## config.mk

```make
export PLATFORM = sky130hd
export DESIGN_NAME = demultiplexer_1to8
export DESIGN_NICKNAME = d
export VERILOG_FILES = /design/src/rtl/demultiplexer_1to8.sv
export SDC_FILE = /design/constraint.sdc
export NUM_CORES = 1
export LEC_CHECK = 0
export CORE_MARGIN = 4
export CORE_UTILIZATION = 39
export CTS_CLUSTER_DIAMETER = 30
export DETAILED_ROUTE_END_ITERATION = 12
export PLACE_DENSITY_LB_ADDON = 0.3
export SETUP_SLACK_MARGIN = 0.2
export SYNTH_ARGS = -nofsm -noshare
export SYNTH_HDL_FRONTEND = slang
export SYNTH_SLANG_ARGS = --single-unit
export TNS_END_PERCENT = 10
```

## constraint.sdc

```tcl
create_clock -name clk -period 2.3 [get_ports clk]
set_input_delay 0.46 -clock clk [delete_from_list [all_inputs] [get_ports clk]]
set_output_delay 0.46 -clock clk [all_outputs]
set_load 0.005 [all_outputs]
```

## src/rtl/demultiplexer_1to8.sv

```systemverilog
// Registered 1-to-8 demultiplexer with unicast/broadcast routing and valid/ready handshakes.
// Optional per-channel transfer counters are built when DEMUX_COUNT_EN is defined.
module demultiplexer_1to8 #(
    parameter int unsigned IN_WIDTH  = 32,
    parameter int unsigned SEL_WIDTH = 3
) (
    input  logic                 clk,
    input  logic                 rst_n,
    input  logic                 in_valid,
    output logic                 in_ready,
    input  logic [IN_WIDTH-1:0]  in_data,
    input  logic [SEL_WIDTH-1:0] in_sel,
    input  logic                 in_bcast,
    output logic [IN_WIDTH-1:0]  out_data,
    output logic [7:0]           out_valid,
    input  logic [7:0]           out_ready,
    input  logic [SEL_WIDTH-1:0] cnt_sel,
    input  logic                 cnt_clr,
    output logic [15:0]          cnt_out
);

    logic [IN_WIDTH-1:0] data_q;
    logic [7:0]          pend_q;
    logic [7:0]          pend_done;
    logic [7:0]          pend_next;
    logic [7:0]          new_mask;
    logic                accept;

    always_comb begin
        pend_done = pend_q & out_ready;
        pend_next = pend_q & ~pend_done;
        // Ready as soon as every still-pending channel completes this cycle.
        in_ready  = ((pend_q & ~out_ready) == 8'h00);
        accept    = in_valid && in_ready;
        new_mask  = in_bcast ? 8'hFF : (8'h01 << in_sel);
    end

    always_ff @(posedge clk or negedge rst_n) begin
        if (!rst_n) begin
            data_q <= '0;
            pend_q <= '0;
        end else begin
            if (accept) begin
                data_q <= in_data;
            end
            pend_q <= accept ? new_mask : pend_next;
        end
    end

    assign out_data  = data_q;
    assign out_valid = pend_q;

`ifdef DEMUX_COUNT_EN
    logic [15:0] cnt_q [8];

    always_ff @(posedge clk or negedge rst_n) begin
        if (!rst_n) begin
            for (int i = 0; i < 8; i++) begin
                cnt_q[i] <= '0;
            end
        end else begin
            for (int i = 0; i < 8; i++) begin
                // Clear wins over a same-cycle increment; counters saturate.
                if (cnt_clr) begin
                    cnt_q[i] <= '0;
                end else if (pend_done[i] && (cnt_q[i] != 16'hFFFF)) begin
                    cnt_q[i] <= cnt_q[i] + 16'd1;
                end
            end
        end
    end

    assign cnt_out = cnt_q[cnt_sel];
`else
    logic unused_cnt;
    assign unused_cnt = ^{cnt_sel, cnt_clr};
    assign cnt_out    = '0;
`endif

endmodule

```

Word-level counts from Yosys, hierarchy flattened
Cells that the tools add are included.
Widths: inputs -> output; s select.
{ "totals": {"register_bits": 40, "latch_bits": 0, "ram_bits": 0, "rom_bits": 0, "in_bits": 51, "out_inout_bits": 57, "wordCells": 12, "memories": 0} }
{ "op_classes": {"n_addsub": 0, "multipliers": 0, "n_div": 0, "order_cmp": 0, "eq_ne": 0, "shifts": 1, "muxes": 2, "bitwise_logic": 5, "reduce_logical": 2} }
{ "ops": {"columns": ["cell", "n"], "rows": [
  ["$and 8x8->8", 3],
  ["$mux 8", 2],
  ["$not 8->8", 2],
  ["$logic_not 8->1", 1],
  ["$shl 1x3->8 const A", 1],
  ["$logic_and 1x1->1", 1]
]} }

Logic depth before layout (Yosys ltp)
{ "logic_depth": {"ltp_word": 5, "depth_mapped": 5, "depth_no_buf": 4} }

Worst setup path after synthesis
OpenSTA, ideal clock, no wires.
{ "synth_timing": {"path_kind": "in2reg", "startpoint": "in out_ready[1]", "endpoint": "reg data_q[0], in the netlist out_data[0]", "setup_time_ns": 0.128, "arrival_ns": 1.445, "required_time_ns": 2.172, "slack_ns": 0.727, "path_stages": 5, "n_path_buf": 1, "path_cell_list": "nand2b_1 and4_1 nand4_1 buf_2 mux2_1"} }
{ "synth_via": {"elab_chain_cells": 4} }
{ "synth_lines": {"columns": ["element", "line_no", "rtl"], "rows": [
  ["start: declaration", "16", "input logic [7:0] out_ready,"],
  ["$not 8->8", "33", "in_ready = ((pend_q & ~out_ready) == 8'h00);"],
  ["$and 8x8->8", "33", null],
  ["$logic_not 8->1", "33", null],
  ["$logic_and 1x1->1", "34", "accept = in_valid && in_ready;"],
  ["end signal: assignment", "44", "data_q <= in_data;"],
  ["end: declaration", "22", "logic [IN_WIDTH-1:0] data_q;"]
]} }
No other way between the ends.
A chain may end at the register's enable or synchronous reset.

Worst setup path after layout
{ "layout_timing": {"startpoint": "in out_ready[7]", "endpoint": "out in_ready"} }
{ "layout_via": {"elab_chain_cells": 3} }
{ "layout_lines": {"columns": ["element", "line_no", "rtl"], "rows": [
  ["$not 8->8", "33", null],
  ["$and 8x8->8", "33", null],
  ["$logic_not 8->1", "33", null],
  ["end: declaration", "10", "output logic in_ready,"]
]} }
No other way between the ends.

==> results.cfg <==
[setup_path]
crit_slowest_cell = clkdlybuf4s50_1
critPathLaunchType = primary input
end_kind = primary output
cpPeakStageDelay_ns = 0.45
arrival_ns = 1.56
timing.rr.start = out_valid[7]
crit_family = buffers and inverters
r2r_cells = 6
crit_buf_inv = 2
r2r-end = out_data[15]
r2r_slack_ns = 0.61
crit_fanout = 2
cp.required_ns = 1.84
cp_cell_sequence = clkdlybuf4s50_1 -> nand2b_4 -> and4_4 -> and3_1 -> clkbuf_2
worstSetupPathType = in2out

[global_routing]
grt_pass1_vias = 1296
grt.overflow.total = 0
grt_pass1_wl_um = 5860
antenna_found_initial = 0
grt_max_degree = 41
grt_usage_pct = 14.3

[logic_synthesis]
yosysWarnings = 0
synth_mux_area_share_pct = 21.2
synth_compound_area_share_pct = 5.89
synth_top_family_by_area = multiplexers
syn_inst = 128
ys_seq_area_share_pct = 58.9
synth-simple-area-share_pct = 4.49
synth_adder_area_share_pct = 0
synth_xor_xnor_area_share_pct = 0
syn_area_um2 = 1700
synth_cell_type_count = 18
ys_ff_latch = 40
syn_area_per_cell_um2 = 13.3

[cells_and_area]
seq_area_um2 = 1000
layout_commonest_cell = clkdlybuf4s50_1
fin_nets = 270
drive_gt1_share_pct = 7.27
insertedDiodeCount = 0
layout_common_cells = 85 x clkdlybuf4s50_1, 40 x dfrtp_1, 32 x mux2_1
syn_to_final_growth_pct = 58.8
nFillCells = 309
design_area_um2 = 2700
multi_input_area_um2 = 614

[cts]
cts_tree = built
cts_sinks = 40
htreeDepth = 2
clock_path_buffers = 2
root_buffer = clkbuf_8
cts_buffers = 5
clkTransAtPathRegs_ns = 0.07
clk_latency_ns = 0.28
holdBufCountCts = 0

[die]
core_area_um2 = 4120
ioPinCount = 108
start_util_pct = 41.3
dieArea_um2 = 5480
die_h_um = 74.0
die_w_um = 74.0
fp-row-count = 23

[timing]
fmax_mhz = 496
rsz0062_at_grt = false
worst_pin_slew_ns = 0.849
fin_hold_ws_ns = 0.278
totalNegativeSetupSlack_ns = 0
hold_viol_final = 0
setup_viol = 0
skew_ns = 0.00233
period_share_pct = 87.6
maxSlewViolCount = 0
relSlewSlack_pct = 43.4
min_period_ns = 2.02

[detailed_routing]
drcViolationCount = 0
routed_wl_um = 3890
ant_nets = 0
drtPass1Iterations = 4
vias = 1249
drt-wirelength-per-cell_um = 14.4
drt_iter0_drc = 66
vias_per_cell = 4.63

[power]
power.density_nw_per_um2 = 1200
p_leak_uw = 0.00117
ir_drop_uv = 877

[outcome]
status = completed

[place]
place_congestion = 0.803
post-dp-hpwl_um = 3000
io_buffer_count = 87
dpl-instance-area_um2 = 2570

[flow_run]
drv_cap = 0

[worst_hold_path]
holdCritPathClass = in2async
==> metrics by stage <==
step                      utilization [%]  cells  setup slack, ns  total power [uW]
after floorplan                         -    143            0.727              1750
after global placement               62.4    261          -0.0724              2650
after detailed placement             62.4    261          -0.0742              2710
after CTS                            65.5    270            0.222              3290
after global routing                 65.6    270            0.242              3460
final                                65.6    270            0.285              3250
==> cell families after synthesis <==
kind of cell / Yosys count
other: 1
DFF: 40
muxes: 32
AOI/OAI and AO/OA: 17
and+or+nand+nor: 13
buffers and inverters: 25
==> per-layer routing <==
metal / track usage, % / part of all wire (%) / up-vias
met1: 16.9 / 38 / 578
met2: 23.8 / 49 / 78
met4: 7.65 / 1.5 / 0
met5: 0 / 0 / -
li1: - / - / 587
met3: 3.78 / 12 / 6
==> how the worst max path moves through the flow <==
stage,slack [ns],to,startpoint,cells after the start
CTS,0.22,in_ready,out_ready[7],5
detailed placement,-0.07,in_ready,out_ready[1],5
finish,0.28,in_ready,out_ready[7],5
global route,0.24,in_ready,out_ready[7],5
global placement,-0.07,in_ready,out_ready[1],5
floorplan,0.73,out_data[0],out_ready[1],5
==> state kept, by name, indices dropped and copies added (netlist names) <==
name	count
out_valid	8
out_data	32
==> cell type report <==
cell class	instances	share of cell area (%)
flip-flops and latches	40	37.1
repair buffers	90	33.2
multi-input cells	78	22.8
clock buffers	5	2.55
well taps	50	2.32
clock inverters	3	1.58
inverters	4	0.556
==> power breakdown <==
group	switching [uW]	total (uW)	internal, uW	leakage [uW]
clock network	230	550	321	0.0000541
registers	184	1240	1050	0.000480
logic	482	1460	980	0.000633
total	896	3250	2350	0.00117
==> worst reg2reg max path, delay by kind of cell, from the launching register on <==
family,cells,cell delay (ns)
DFF,1,0.41
muxes,1,0.34
and+or+nand+nor,3,0.47
buffers and inverters,2,0.34
==> synth_stat cells <==
cell      number  area share, %
nand2_1        1           0.22
buf_2          4            1.2
nand2b_1       4            1.5
o21ai_0        5            1.5
a21oi_1        3           0.88
inv_1          4           0.88
buf_4         16            7.1
and3_1         1           0.37
nor2_1         2           0.44
dfrtp_1       40             59
buf_1          1           0.22
nand4_1        1           0.37
and4_1         1           0.52
conb_1         1           0.22
o21bai_1       3            1.3
mux2_1        32             21
nor2b_1        3            1.1
a31oi_1        6            2.2
==> repair_timing <==
action,CTS,global route
buffers inserted,1,0
pin swaps,1,0
setup endpoints to repair,1,1
resized for setup,3,3
No activity file was read; power rests on OpenSTA's default activity.
